$ cat config.mk
export PLATFORM = sky130hd
export DESIGN_NAME = winograd_sched
export DESIGN_NICKNAME = d
export VERILOG_FILES = /design/src/rtl/winograd_pkg.sv /design/src/rtl/winograd_sched_fifo.sv /design/src/rtl/winograd_sched.sv
export SDC_FILE = /design/constraint.sdc
export NUM_CORES = 1
export LEC_CHECK = 0
export ABC_AREA = 1
export BUFFER_PORTS_ARGS = -buffer_cell sky130_fd_sc_hd__clkbuf_2
export CORE_MARGIN = 3
export CORE_UTILIZATION = 48
export DETAILED_ROUTE_END_ITERATION = 8
export GPL_ROUTABILITY_DRIVEN = 1
export HOLD_SLACK_MARGIN = 0.05
export PLACE_DENSITY = 0.77
export SLEW_MARGIN = 40
export SYNTH_ARGS = -nofsm -noshare
export SYNTH_HDL_FRONTEND = slang
export SYNTH_SLANG_ARGS = --single-unit
$ cat constraint.sdc
create_clock -name clk_i -period 2.1 [get_ports clk_i]
set_input_delay 0.315 -clock clk_i [delete_from_list [all_inputs] [get_ports clk_i]]
set_output_delay 0.315 -clock clk_i [all_outputs]
set_load 0.02 [all_outputs]
$ cat src/rtl/winograd_pkg.sv
// Shared types and constants for the Winograd tile scheduler.
package winograd_pkg;

  // Fixed latency of the tile engine, in cycles.
  localparam int unsigned ENG_LAT    = 2;
  // Elements per operand tile and per result.
  localparam int unsigned TILE_ELEMS = 8;
  localparam int unsigned RES_ELEMS  = 2;

  typedef enum logic [1:0] {
    IDLE  = 2'd0,
    RUN   = 2'd1,
    DRAIN = 2'd2
  } sched_state_e;

  // Result element width produced by the engine for a given operand-1 width.
  function automatic int unsigned out_w_f(input int unsigned in_size_1);
    return ((in_size_1 + 1) * 2) + 3;
  endfunction

endpackage

$ cat src/rtl/winograd_sched_fifo.sv
// Synchronous result FIFO: flop storage, head read straight from the flops,
// no fall-through (a pushed entry becomes visible the cycle after the push).
module winograd_sched_fifo #(
  parameter int unsigned DEPTH = 4,
  parameter int unsigned WIDTH = 42
) (
  input  logic                   clk_i,
  input  logic                   rst_ni,
  input  logic                   push_i,
  input  logic [WIDTH-1:0]       wdata_i,
  input  logic                   pop_i,
  output logic [WIDTH-1:0]       rdata_o,
  output logic [$clog2(DEPTH):0] count_o,
  output logic                   full_o,
  output logic                   empty_o
);

  localparam int unsigned AW = $clog2(DEPTH);
  localparam int unsigned CW = AW + 1;

  logic [WIDTH-1:0] mem_q [DEPTH];
  logic [AW-1:0]    wr_ptr_q;
  logic [AW-1:0]    rd_ptr_q;
  logic [CW-1:0]    count_q;
  logic             do_push;
  logic             do_pop;

  assign full_o  = (count_q == CW'(DEPTH));
  assign empty_o = (count_q == '0);
  assign count_o = count_q;
  assign rdata_o = mem_q[rd_ptr_q];

  // A push into a full FIFO or a pop from an empty one is dropped.
  assign do_push = push_i & ~full_o;
  assign do_pop  = pop_i & ~empty_o;

  // Storage, pointers and occupancy count.
  always_ff @(posedge clk_i or negedge rst_ni) begin
    if (!rst_ni) begin
      for (int i = 0; i < int'(DEPTH); i++) begin
        mem_q[i] <= '0;
      end
      wr_ptr_q <= '0;
      rd_ptr_q <= '0;
      count_q  <= '0;
    end else begin
      if (do_push) begin
        mem_q[wr_ptr_q] <= wdata_i;
        wr_ptr_q        <= wr_ptr_q + AW'(1);
      end
      if (do_pop) begin
        rd_ptr_q <= rd_ptr_q + AW'(1);
      end
      case ({do_push, do_pop})
        2'b10:   count_q <= count_q + CW'(1);
        2'b01:   count_q <= count_q - CW'(1);
        default: count_q <= count_q;
      endcase
    end
  end

endmodule

$ cat src/rtl/winograd_sched.sv
// Job-level scheduler for the Winograd tile engine: issues N operand tiles to
// the fixed-latency engine, buffers results in a credit-protected FIFO and
// returns them in order with a last flag and a done pulse.
// Optional build macro: WINOGRAD_SCHED_PERF_EN enables the busy/stall counters.
module winograd_sched
  import winograd_pkg::*;
#(
  parameter int unsigned IN_SIZE_0  = 4,
  parameter int unsigned IN_SIZE_1  = 8,
  parameter int unsigned FIFO_DEPTH = 4,
  parameter int unsigned CNT_W      = 16,
  localparam int unsigned OUT_W     = out_w_f(IN_SIZE_1)
) (
  input  logic                 clk_i,
  input  logic                 rst_ni,
  input  logic                 start_i,
  input  logic [CNT_W-1:0]     num_tiles_i,
  output logic                 busy_o,
  output logic                 done_o,
  input  logic                 in_valid_i,
  output logic                 in_ready_o,
  input  logic [IN_SIZE_0-1:0] in_0_i     [0:TILE_ELEMS-1],
  input  logic [IN_SIZE_1-1:0] in_1_i     [0:TILE_ELEMS-1],
  output logic [IN_SIZE_0-1:0] eng_in_0_o [0:TILE_ELEMS-1],
  output logic [IN_SIZE_1-1:0] eng_in_1_o [0:TILE_ELEMS-1],
  input  logic [OUT_W-1:0]     eng_out_i  [0:RES_ELEMS-1],
  output logic                 out_valid_o,
  input  logic                 out_ready_i,
  output logic [OUT_W-1:0]     out_data_o [0:RES_ELEMS-1],
  output logic                 out_last_o,
  output logic [31:0]          perf_busy_o,
  output logic [31:0]          perf_stall_o
);

  localparam int unsigned FIFO_W = RES_ELEMS * OUT_W;
  localparam int unsigned FCNT_W = $clog2(FIFO_DEPTH) + 1;
  localparam int unsigned OCC_W  = FCNT_W + 1;

  sched_state_e      state_q;
  logic [CNT_W-1:0]  n_q;
  logic [CNT_W-1:0]  issue_cnt_q;
  logic [CNT_W-1:0]  issue_cnt_d;
  logic [CNT_W-1:0]  ret_cnt_q;
  logic              done_q;
  logic [ENG_LAT-1:0] inflight_q;

  logic              accept;
  logic [OCC_W-1:0]  occupancy;
  logic              fifo_push;
  logic              fifo_pop;
  logic [FIFO_W-1:0] fifo_wdata;
  logic [FIFO_W-1:0] fifo_rdata;
  logic [FCNT_W-1:0] fifo_count;
  logic              fifo_full;
  logic              fifo_empty;

  // Credits: every accepted tile holds a slot from accept until its pop.
  always_comb begin
    occupancy = OCC_W'(fifo_count);
    for (int i = 0; i < int'(ENG_LAT); i++) begin
      occupancy = occupancy + OCC_W'(inflight_q[i]);
    end
  end

  // fifo_full cannot rise while occupancy < depth; it stays as a structural guard.
  assign in_ready_o  = (state_q == RUN) && (occupancy < OCC_W'(FIFO_DEPTH)) && !fifo_full;
  assign accept      = in_valid_i & in_ready_o;
  assign issue_cnt_d = issue_cnt_q + CNT_W'(1);

  // Operands reach the engine only in accept cycles; zeros otherwise.
  always_comb begin
    for (int i = 0; i < int'(TILE_ELEMS); i++) begin
      eng_in_0_o[i] = accept ? in_0_i[i] : '0;
      eng_in_1_o[i] = accept ? in_1_i[i] : '0;
    end
  end

  // Tracks which engine pipeline stages hold a live result.
  always_ff @(posedge clk_i or negedge rst_ni) begin
    if (!rst_ni) begin
      inflight_q <= '0;
    end else begin
      inflight_q <= {inflight_q[ENG_LAT-2:0], accept};
    end
  end

  assign fifo_push  = inflight_q[ENG_LAT-1];
  assign fifo_wdata = {eng_out_i[0], eng_out_i[1]};
  assign fifo_pop   = out_valid_o & out_ready_i;

  winograd_sched_fifo #(
    .DEPTH (FIFO_DEPTH),
    .WIDTH (FIFO_W)
  ) u_fifo (
    .clk_i   (clk_i),
    .rst_ni  (rst_ni),
    .push_i  (fifo_push),
    .wdata_i (fifo_wdata),
    .pop_i   (fifo_pop),
    .rdata_o (fifo_rdata),
    .count_o (fifo_count),
    .full_o  (fifo_full),
    .empty_o (fifo_empty)
  );

  assign out_valid_o   = !fifo_empty;
  assign out_data_o[0] = fifo_rdata[FIFO_W-1 -: OUT_W];
  assign out_data_o[1] = fifo_rdata[OUT_W-1:0];
  assign out_last_o    = out_valid_o && (ret_cnt_q == (n_q - CNT_W'(1)));
  assign busy_o        = (state_q != IDLE);
  assign done_o        = done_q;

  // Job FSM with issue/return counters and the done pulse.
  always_ff @(posedge clk_i or negedge rst_ni) begin
    if (!rst_ni) begin
      state_q     <= IDLE;
      n_q         <= '0;
      issue_cnt_q <= '0;
      ret_cnt_q   <= '0;
      done_q      <= 1'b0;
    end else begin
      done_q <= 1'b0;
      if (fifo_pop) begin
        ret_cnt_q <= ret_cnt_q + CNT_W'(1);
      end
      case (state_q)
        IDLE: begin
          if (start_i) begin
            if (num_tiles_i != '0) begin
              n_q         <= num_tiles_i;
              issue_cnt_q <= '0;
              ret_cnt_q   <= '0;
              state_q     <= RUN;
            end else begin
              done_q <= 1'b1;
            end
          end
        end
        RUN: begin
          if (accept) begin
            issue_cnt_q <= issue_cnt_d;
            if (issue_cnt_d == n_q) begin
              state_q <= DRAIN;
            end
          end
        end
        DRAIN: begin
          if (fifo_pop && out_last_o) begin
            state_q <= IDLE;
            done_q  <= 1'b1;
          end
        end
        default: state_q <= IDLE;
      endcase
    end
  end

`ifdef WINOGRAD_SCHED_PERF_EN
  logic [31:0] perf_busy_q;
  logic [31:0] perf_stall_q;
  logic        stall;

  assign stall = (state_q == RUN) && in_valid_i && !in_ready_o;

  // Saturating busy/stall counters, restarted by each accepted start.
  always_ff @(posedge clk_i or negedge rst_ni) begin
    if (!rst_ni) begin
      perf_busy_q  <= '0;
      perf_stall_q <= '0;
    end else if ((state_q == IDLE) && start_i) begin
      perf_busy_q  <= '0;
      perf_stall_q <= '0;
    end else begin
      if (busy_o && (perf_busy_q != '1)) begin
        perf_busy_q <= perf_busy_q + 32'd1;
      end
      if (stall && (perf_stall_q != '1)) begin
        perf_stall_q <= perf_stall_q + 32'd1;
      end
    end
  end

  assign perf_busy_o  = perf_busy_q;
  assign perf_stall_o = perf_stall_q;
`else
  assign perf_busy_o  = '0;
  assign perf_stall_o = '0;
`endif

endmodule

; ---- Word level (Yosys, flattened, before mapping)
; Index checks and enable logic that the tools add are counted.
[word_totals]
reg_bits = 228
latch_bits = 0
ram_bits = 0
mem_bits_ro = 0
inputBits = 159
out_inout_bits = 207
elab_cells = 103
mem_count = 0
[op_classes]
n_addsub = 9
mul = 0
div_mod_pow = 0
order_cmp = 4
eq_ne = 12
shifts = 0
muxes = 41
bitwise_logic = 8
reduce_logical = 16
[ops]
columns = cell, n
row1 = bitwise mux 168 bit, 1
row2 = two-way mux 42 bit, 3
row3 = two-way mux 16 bit, 7
row4 = binary-select mux 42 bit (select 2 bit), 1
row5 = demux 42 bit (select 2 bit), 1
row6 = two-way mux 8 bit, 8
row7 = "adder 16 x 1 -> 16 bit, second input constant", 2
row8 = equality test 16 bit, 2
row9 = two-way mux 4 bit, 8
row10 = one-hot mux 16 bit (2 select lines), 1
row11 = nonzero test 16 bit, 1
row12 = "subtractor 16 x 1 -> 16 bit, second input constant", 1
row13 = two-way mux 2 bit, 5
row14 = "!= test 2 bit, second input constant", 4
row15 = "greater-or-equal comparator 3 bit, second input constant", 2
row16 = inverter 2 -> 3 bit, 2
row17 = one-hot mux 2 bit (3 select lines), 1
row18 = one-hot mux 3 bit (2 select lines), 1
row19 = nonzero test 2 bit, 3
row20 = logical AND 1 bit, 5
row21 = AND reduction 5 bit, 1
row22 = "adder 2 x 1 -> 2 bit, second input constant", 2
row23 = adder 3 x 1 -> 4 bit, 1
row24 = adder 4 x 1 -> 4 bit, 1
row25 = other kinds (17), 26

; ---- Longest topological paths before layout
; Gate-level depths: netlist of run 1.
[depth]
depth_word = 8
ltp_mapped = 15
depth_no_buf = 15

; ---- By module
; A second synthesis of run 1 with hierarchy kept.
[hier_totals]
cells_unflattened = 1831
area_unflattened_um2 = 13287.7
[modules_own_cells]
columns = module, n_inst, cells_per_inst, area_each_um2, seq_area_each_um2
row1 = winograd_sched_fifo, 1, 1086, 8622.0, 4379.2
row2 = winograd_sched, 1, 745, 4665.7, 1326.3

; ---- Worst setup path before layout of run 1
; No wires, ideal clock.
[synth_path]
kind = flip-flop to output port
startpoint = register u_fifo.count_q[0], in the netlist u_fifo.count_o[0]
endpoint = output eng_in_0_o[1] (netlist bit)
t_arrival_ps = 1916
t_required_ps = 1785
slack_ps = -131
stages_incl_launch_ff = 9
n_path_buf = 2
cell_sequence = dfrtp_1 ha_1 a21oi_1 o21ai_2 nor2_4 nand2_2 buf_2 buf_1 nor2_1
[synth_lines]
columns = item, line
row1 = start: declaration, winograd_sched_fifo.sv:24  ; logic [CW-1:0] count_q;
row2 = start signal: assignment, winograd_sched_fifo.sv:55  ; 2'b10: count_q <= count_q + CW'(1);
row3 = start signal: assignment, winograd_sched_fifo.sv:56  ; 2'b01: count_q <= count_q - CW'(1);
row4 = start signal: assignment, winograd_sched_fifo.sv:57  ; default: count_q <= count_q;
row5 = end: declaration, winograd_sched.sv:24  ; output logic [IN_SIZE_0-1:0] eng_in_0_o [0:TILE_ELEMS-1],

==> results.md, run 1 <==
- Layout Skew: 0.0237 ns
- Routed WL per cell: about 22 um
- Fin nets: 2034
- Layout area overhead: 52.8%
- Largest cells by area after synthesis: dfrtp_1 (45%), mux2_2 (15%), nor2_1 (7.6%)
- Synthesis Warnings: 0
- CTS root buffer: clkbuf_16
- Post-synthesis compound-gate area fraction: 8.33%
- Maximum clock rate: 384 MHz
- Cell taking the most area after synthesis: dfrtp_1
- Post-Synthesis Cell Area: 12600 um^2
- Final Hold Fails: 0
- DR iter-0 viols: roughly 990
- Height of the die: 168 um
- DP Area: 14800 um^2
- Vias in the first global route: 12100
- Top cell type's share of synthesized area: 45.5%
- Num CTS Buffers: 26
- Switching share of total power: 41.8%
- Total number of vias: 12400
- Adder-cell share of the synthesized area: under 10%
- Setup Viol. Count Final: 158
- Starting Density: 49.3%
- Worst skew pair latency: 0.55 ns
- First-pass GRT wire length: ~64000 um
- Total negative slack: -57.18 ns
- Slew Viols, Final: 0
- Num Clock Sinks: approximately 230
- ANT cells: 0
- Setup slack after layout: -0.505 ns
- Critical Path RT: 1.78 ns
- Post-Synth XOR/XNOR Area: approximately 1.9%
- IO Port Bufs: between 300 and 400
- EDFF count, synth: 0
- Number of max-cap violations: 0
- Final estimated routing congestion in global placement: 0.878
- Initial antenna violation count: 0
- Async set-reset flop share out of synthesis: between 90% and 100%
- Leakage power: between 9 and 10 nW
- Clock-pin slew on the worst setup and hold paths: 0.06 ns
- GR Util All Layers: between 20 and 30%
- DRC viols: 0
- Largest net degree at the start of global routing: 62
- Layout cell share with drive strength beyond 1: between 40% and 50%
- Crit. End Element: output pin
- Status: finished with violations
- Power Density: between 1500 and 2000 nW/um^2
- DP Worst Slack: -0.0821 ns
- Critical Path AT: 2.29 ns
- Avg Inst Size Synth: 8.73 um^2
- Die area: approximately 28000 um^2
- Crit path time final: 2.61 ns
- CTS tree: done
- Drt first pass iters: 7
- Synth cell count leaders: nor2_1 (255), dfrtp_1 (228), inv_1 (181)
- Post-synthesis sequential area ratio: 45.5%
- Seq cells post-synth: 228
- Synth cell types: 42
- Max VDD drop: ~1.3 mV
- H-tree levels: 1
- Core area: 25500 um^2
- Combinational share of power: a little under 60%
- Gr ovfl total: 0
- CTS max path bufs: 3
- Largest family of logic cells by synthesized area: simple AND/OR/NAND/NOR gates
- Failing checks: negative setup slack
- Post-DP HPWL: around 23000 um
- Unrepaired setup endpoints after global routing: true
- Worst Path Max Fanout: 8
- I/O Pins: 366
- Post-route antenna net violation count: 0
- Main synth FF type: dfrtp_1
- P_sw: 12.5 mW
- Post-Layout Inst Area: 19200 um^2
- Multiplexer share of the synthesized area: 15.1%
- Seq pwr share: 26.8%
- Setup Crit Path Kind: reg2out
- Startpoint class of the critical path: flop
- Clock share of power: 15.2%
- Vias per cell: 5.58
- Total power: 30.0 mW
- Die X: 168 um
- Period utilization: 124%
- Final wirelength: between 40000 and 50000 um
- Post-synthesis cell count: 1438
- Worst min path class: in2reg
- FP Rows: slightly below 60
- P_int: roughly 17 mW
- Post-synthesis simple-gate area fraction: between 15 and 20%
- Most numerous cell in the Yosys netlist: nor2_1
## power by group through the flow
stage / sequential (mW) / combinational, mW / clock (mW)
3_3_place_gp: 7.31 / 9.84 / 0
5_1_grt: 8.15 / 18.1 / 4.76
3_5_place_dp: 7.43 / 10.1 / 0
6_report: 8.05 / 17.4 / 4.55
4_1_cts: 7.50 / 13.5 / 4.52
2_1_floorplan: 7.09 / 7.12 / 0
## layer usage
metal | vias to the layer above | wire length [um] | GRT usage (%)
met5 | - | 0 | 0
met4 | 0 | 1960 | 9.50
met3 | 166 | 3450 | 4.63
met2 | 737 | 24600 | 50.2
met1 | 6050 | 17700 | 33.8
li1 | 5406 | - | -
## worst paths after layout
kind | endpoint | slack, ns | depth (start not counted) | startpoint
worst max-delay path | eng_in_1_o[48] | -0.51 | 9 | u_fifo.count_o[0]
worst min-delay path | u_fifo.mem_q[114] | 0.06 | 2 | eng_out_i[30]
worst max register to register | done_o | -0.41 | 18 | n_q[1]
worst min register to register | inflight_q[1] | 0.40 | 0 | inflight_q[0]
max in group asynchronous | ret_cnt_q[12] | 1.06 | 3 | rst_ni
min in group asynchronous | u_fifo.mem_q[7] | 0.30 | 2 | rst_ni
## kinds of logic (layout without fill, tap and decap cells)
logic type,Yosys count,after routing
other,1,64
buffers and inverters,307,688
adders and majority gates,10,10
DFF,228,228
muxes,168,168
xor gates and xnor gates,25,25
AOI/OAI and AO/OA,187,187
and+or+nand+nor,512,514
## repair_timing
item | in CTS | in global routing
endpoints found under the hold margin | 89 | 0
pin swaps | 32 | 72
hold buffers | 26 | 0
cloned | 22 | 18
endpoints found under the setup margin | 147 | 163
resized for setup | 254 | 442
setup buffers | 23 | 29
## layout by cell type (no fill, tap or decap), types with 15 or more instances in the layout
cell type	Yosys	routed
dfrtp_1	228	224
inv_1	181	175
clkbuf_2	0	169
mux2_2	168	168
nand2_1	170	162
nor2_1	255	138
buf_4	64	91
nor2_4	4	89
conb_1	1	64
buf_6	1	55
o21ai_0	113	52
nor2_2	9	41
nand3_1	41	38
clkbuf_8	0	38
o21ai_2	1	37
clkbuf_16	0	36
o22ai_2	0	28
dlygate4sd3_1	0	26
buf_12	0	21
buf_16	0	19
o21ai_1	5	18
xor2_1	18	17
o22ai_1	50	16
buf_8	0	15
## critical path, stage by stage, from the launching register on
cell and delay [ns]:
dfrtp_1 0.39, ha_1 0.31, a21oi_2 0.14, o21ai_2 0.08, nor2_4 0.12, buf_6 0.14, nand2_8 0.09, clkbuf_16 0.22
nor2_2 0.11, buf_4 0.16
## final cells by class
| type | count | area (um^2) |
|---|---|---|
| well taps | 330 | 413 |
| clock inverters | 11 | 97.6 |
| repair buffers | 454 | 4410 |
| fillers | 1533 | 6290 |
| multi-input cells | 968 | 7060 |
| inverters | 185 | 718 |
| flip-flops and latches | 228 | 5710 |
| repair inverters | 2 | 22.5 |
| clock buffers | 36 | 748 |
## through the flow
stage,std cells,hold slack (ns),utilization (%)
2_1_floorplan,1501,0.0194,-
3_3_place_gp,2056,0.279,58.1
3_5_place_dp,2056,0.279,58.1
4_1_cts,2174,0.0502,68.8
5_1_grt,2214,0.0598,75.3
6_report,2214,0.0613,75.3
## registers in the layout, indices dropped and copies added (netlist names)
signal,flops
u_fifo.wr_ptr_q,2
ret_cnt_q,16
u_fifo.rd_ptr_q,2
done_o,1
u_fifo.count_o,3
issue_cnt_q,16
n_q,16
state_q,2
inflight_q,2
u_fifo.mem_q,168
(Power assumes the default switching activity.)
==> inputs of run 2 (changes only) <==
--- a/config.mk
+++ b/config.mk
@@ -11,6 +11,7 @@
 export CORE_UTILIZATION = 48
 export DETAILED_ROUTE_END_ITERATION = 8
 export GPL_ROUTABILITY_DRIVEN = 1
+export GPL_TIMING_DRIVEN = 0
 export HOLD_SLACK_MARGIN = 0.05
 export PLACE_DENSITY = 0.77
 export SLEW_MARGIN = 40
==> results.md, run 2 (same netlist as run 1, synthesis figures left out) <==
- Util after Layout: between 70% and 80%
- Vias per cell: 5.28
- Largest net degree at the start of global routing: 67
- Layout cell share with drive strength beyond 1: 48.9%
- Routed WL per cell: 18.6 um
- Setup slack after layout: -0.471 ns
- H-tree levels: 1
- Worst min path class: in2reg
- Setup Viol. Count Final: 152
- Post-route antenna net violation count: 0
- FP Rows: 58
- Commonest non-fill, non-tap cell in the layout: dfrtp_1
- Period utilization: 122%
- First-pass GRT wire length: slightly above 60000 um
- Largest register by flop count: u_fifo.mem_q
- Die X: 168 um
- Setup Crit Path Kind: reg2out
- Final Hold Fails: 0
- Initial antenna violation count: 1
- Slew Viols, Final: 0
- Fillers: 1639
- Worst Tran Pin Value: ~0.54 ns
- Num Clock Sinks: 228
- Critical Path RT: 1.78 ns
- Number of max-cap violations: 0
- Post-DP HPWL: 25100 um
- DR iter-0 viols: ~770
- Reg2Reg Setup Slack: -0.32 ns
- Setup crit end: eng_in_1_o[4]
- Gr ovfl total: 0
- Status: finished with violations
- Maximum clock rate: 389 MHz
- Layout area overhead: 51.9%
- Relative slew slack: 63.8%
- Final wirelength: 41700 um
- Worst R2R End: issue_cnt_q[2]
- Worst r2r src: inflight_q[1]
- Worst r2r path cells: 15
- Max stage delay on crit path: 0.41 ns
- Worst Path Max Fanout: 5
- Layout Skew: 0.0166 ns
- Height of the die: 168 um
- Worst setup path startpoint: inflight_q[1]
- Worst skew pair latency: 0.54 ns
- Total number of vias: 11900
- WP buf/inv: 4
- Final estimated routing congestion in global placement: approximately 0.92
- Max reg flops: between 150 and 200
- I/O Pins: between 300 and 400
- CP Depth: 10
- Power Density: 1440 nW/um^2
- Critical Path AT: about 2.3 ns
- ANT cells: 0
- Startpoint class of the critical path: flop
- Max VDD drop: 1.50 mV
- Starting Density: 49.3%
- Critical path, cell by cell: ha_4 -> a21oi_2 -> o21ai_2 -> nor2_4 -> nand2_4 -> buf_8 -> buf_12 -> buf_12 -> nor2_4 -> buf_8
- Num CTS Buffers: 24
- DRC viols: 0
- IO Port Bufs: 301
- Drt first pass iters: 8
- Core area: around 25000 um^2
- Hold_ws: 0.0681 ns
- CTS tree: done
- Cell family with most CP delay: buffers and inverters
- Commonest cells after routing, fill and taps aside: dfrtp_1 (217), inv_1 (174), mux2_2 (168), clkbuf_2 (161), nand2_1 (160)
- Slowest stage cell on the critical path: dfrtp_1
- Failing checks: negative setup slack
- Fin nets: 2069
- Clock-pin slew on the worst setup and hold paths: roughly 0.060 ns
- Crit path time final: 2.57 ns
- Unrepaired setup endpoints after global routing: true
- GR Util All Layers: a little over a quarter
- CTS max path bufs: 3
- Vias in the first global route: 12000
- Crit. End Element: output pin
- Leakage power: 9.17 nW
- CTS root buffer: clkbuf_16
- Die area: 28100 um^2
[run 2: stage by stage]
stage,cell area (um^2),setup TNS [ns],power [mW],setup slack [ns],instances
floorplan,13000,-0.295,14.2,-0.0125,1501
global placement,14900,-890.33,17.0,-3.80,2132
detailed placement,15000,-33.44,17.4,-0.404,2135
CTS,17900,-55.71,25.1,-0.554,2231
global route,19100,-59.21,28.7,-0.553,2244
finish,19100,-47.66,27.4,-0.471,2244
[run 2: repair_timing]
| item | CTS | global route |
|---|---|---|
| pin swaps | 56 | 40 |
| cloned | 10 | 2 |
| hold endpoints to repair | 77 | 0 |
| hold buffers | 13 | 0 |
| endpoints found under the setup margin | 170 | 171 |
| resized for setup | 458 | 430 |
| setup buffers | 33 | 17 |
[run 2: how the worst min path moves through the flow]
stage	start	endpoint	slack, ns	depth (start not counted)
after floorplan	rst_ni	done_o	0.02	0
after global placement	inflight_q[0]	inflight_q[1]	0.36	0
after detailed placement	rst_ni	u_fifo.mem_q[49]	0.35	1
after CTS	eng_out_i[13]	u_fifo.mem_q[13]	0.05	2
after global routing	num_tiles_i[9]	n_q[9]	0.06	3
final	eng_out_i[23]	u_fifo.mem_q[23]	0.07	2
[run 2: layout make-up]
cell class,instances,area [um^2],area share [%]
multi-input cells,967,7060,37.1
flip-flops and latches,228,5720,30.0
repair buffers,374,3330,17.5
plain buffers,120,1090,5.74
inverters,185,719,3.77
clock buffers,33,674,3.54
well taps,330,413,2.17
clock inverters,7,48.8,0.256
[run 2: metal layers]
metal  track usage, %  vias up  share of wire [%]  wire, um
met2             47.7      474                 53     22000
met5                0        -              0.017         7
met3             4.32       97                6.0      2510
met1             34.0     5840                 38     15900
met4             7.11        2                3.2      1340
li1                 -     5445                  -         -
[run 2: power by group]
group | leakage (nW) | switching [mW] | internal [mW]
Sequential | 2.76 | 1.44 | 6.31
Combinational | 6.05 | 7.99 | 7.69
Clock | 0.357 | 1.79 | 2.24
[run 2: worst reg2reg max path, stage by stage (launching register included)]
cell     delay (ns)
dfrtp_1        0.41
ha_4           0.25
a21oi_2        0.13
o21ai_2        0.08
nor2_4         0.17
buf_6          0.16
nand2_8        0.10
buf_6          0.15
buf_4          0.13
nand2_1        0.08
o21ai_2        0.07
a21oi_2        0.15
nand2_4        0.13
buf_4          0.16
nand2_1        0.06
o31ai_1        0.08
==> inputs of run 3 (changes only) <==
--- a/config.mk
+++ b/config.mk
@@ -8,12 +8,12 @@
 export ABC_AREA = 1
 export BUFFER_PORTS_ARGS = -buffer_cell sky130_fd_sc_hd__clkbuf_2
 export CORE_MARGIN = 3
-export CORE_UTILIZATION = 48
+export CORE_UTILIZATION = 57
 export DETAILED_ROUTE_END_ITERATION = 8
 export GPL_ROUTABILITY_DRIVEN = 1
 export GPL_TIMING_DRIVEN = 0
 export HOLD_SLACK_MARGIN = 0.05
-export PLACE_DENSITY = 0.77
+export PLACE_DENSITY = 0.86
 export SLEW_MARGIN = 40
 export SYNTH_ARGS = -nofsm -noshare
 export SYNTH_HDL_FRONTEND = slang
==> constraint.sdc (replaced) <==
create_clock -name clk_i -period 3.1 [get_ports clk_i]
set_input_delay 0.465 -clock clk_i [delete_from_list [all_inputs] [get_ports clk_i]]
set_output_delay 0.465 -clock clk_i [all_outputs]
set_load 0.02 [all_outputs]
==> results.md, run 3 (same netlist as run 1, synthesis figures left out) <==
- Height of the die: 154 um
- Num Clock Sinks: ~230
- Clock-pin slew on the worst setup and hold paths: about 0.06 ns
- Seq pwr share: 33.8%
- Relative slew slack: 44.3%
- Final Hold Fails: 0
- Worst setup path startpoint: u_fifo.rd_ptr_q[0]
- Vias in the first global route: roughly 11000
- Power Density: 963 nW/um^2
- CTS max path bufs: 3
- Worst Tran Pin Value: 0.831 ns
- Total power: 15.1 mW
- Max reg flops: 168
- Largest register by flop count: u_fifo.mem_q
- Crit path time final: 3.03 ns
- Vias per cell: 5.41
- Worst Path Max Fanout: 10
- Die X: 154 um
- First-pass GRT wire length: between 50000 and 60000 um
- Worst Min Path Start: num_tiles_i[8]
- Clock share of power: about 20%
- Total number of vias: 11500
- Unrepaired setup endpoints after global routing: false
- GR Util All Layers: 29.3%
- Worst min path class: in2reg
- ANT cells: 0
- DRC viols: 0
- Startpoint class of the critical path: flop
- Max VDD drop: 0.552 mV
- Dpl cells: 2080
- Crit. End Element: output pin
- Layout area overhead: 24.6%
- Switching share of total power: 41.8%
- Slew Viols, Final: 0
- I/O Pins: 366
- Maximum clock rate: 330 MHz
- Commonest cells after routing, fill and taps aside: clkbuf_2 (298), nor2_1 (251), dfrtp_1 (227), inv_1 (180), nand2_1 (169)
- Core area: roughly 21000 um^2
- H-tree levels: 1
- Total negative slack: 0 ns
- Critical Path AT: 2.56 ns
- Drt first pass iters: 5
- Largest net degree at the start of global routing: 74
- DR iter-0 viols: 964
- CTS tree: done
- Final estimated routing congestion in global placement: about 0.93
- P_sw: 6.30 mW
- Post-DP HPWL: 25400 um
- Routed WL per cell: 17.1 um
- P_int: 8.76 mW
- Post-route antenna net violation count: 0
- Setup Crit Path Kind: reg2out
- Gr ovfl total: 0
- Final wirelength: 36400 um
- Starting Density: between 50% and 60%
- IO Port Bufs: between 300 and 400
- Period utilization: around 98%
- Die area: 23800 um^2
- Final cell count without fillers: about 2100
- FP Rows: 53
- Leakage power: approximately 8.2 nW
- Fin nets: 2004
- Number of max-cap violations: 0
- Worst r2r src: u_fifo.count_o[0]
- Commonest non-fill, non-tap cell in the layout: clkbuf_2
- Initial antenna violation count: 0
- Hold_ws: 0.169 ns
- CTS root buffer: clkbuf_16
- Worst skew pair latency: 0.53 ns
- Combinational share of power: 46.1%
- Critical Path RT: 2.63 ns
- Layout cell share with drive strength beyond 1: 34.6%
- Setup Viol. Count Final: 0
- Num CTS Buffers: 24
- Layout Skew: 0.0170 ns
- Status: finished, final reports clean
- Util after Layout: 73.3%
-- run 3: power by group through the flow --
stage / Combinational (mW) / Clock (mW) / Sequential (mW)
2_1_floorplan: 4.70 / 0 / 4.81
4_1_cts: 6.81 / 3.04 / 5.04
3_5_place_dp: 6.67 / 0 / 5.04
6_report: 6.94 / 3.03 / 5.09
3_3_place_gp: 6.43 / 0 / 4.94
5_1_grt: 7.51 / 3.19 / 5.21
-- run 3: worst max-delay path: stages, from the launching register on --
cell and delay [ns]:
dfrtp_1 0.43, inv_1 0.13, clkbuf_1 0.38, clkbuf_1 0.50, nor2_1 0.13, o22ai_1 0.26
clkbuf_2 0.22
-- run 3: per-layer routing --
layer | global-route usage [%] | routed length, um | vias up
met3 | 4.95 | 2820 | 107
met4 | 10.1 | 1230 | 0
met1 | 38.6 | 14500 | 5503
met5 | 0 | 0 | -
met2 | 49.2 | 17800 | 590
li1 | - | - | 5311
-- run 3: cell type report --
cell class,count,area [um^2]
plain buffers,122,744
clock buffers,34,688
clock inverters,10,140
fillers,1477,5710
inverters,185,694
multi-input cells,967,5700
flip-flops and latches,228,5710
well taps,275,344
repair buffers,307,1630
-- run 3: stage by stage --
stage	setup WS, ns	cell area [um^2]
4_1_cts	0.000798	15600
5_1_grt	0.00107	15600
3_3_place_gp	-2.83	14600
6_report	0.0725	15600
2_1_floorplan	0.719	12800
3_5_place_dp	0.341	14700
-- run 3: timing repair --
item                       4_1_cts  5_1_grt
gates cloned                     0        1
setup endpoints to repair       32       41
hold endpoints to repair        22        0
hold buffers                     1        0
setup buffers                    0        2
pin swaps                        0        2
gates resized for setup          6       37
-- run 3: worst paths after layout --
| path | slack, ns | to | cells after the start |
|---|---|---|---|
| setup / recovery | 0.07 | out_data_o[18] | 6 |
| hold / removal | 0.17 | n_q[8] | 3 |
| setup reg to reg | 0.67 | issue_cnt_q[14] | 13 |
| hold reg to reg | 0.40 | inflight_q[1] | 0 |
| max in group asynchronous | 2.04 | issue_cnt_q[15] | 3 |
| min in group asynchronous | 0.39 | u_fifo.mem_q[48] | 2 |
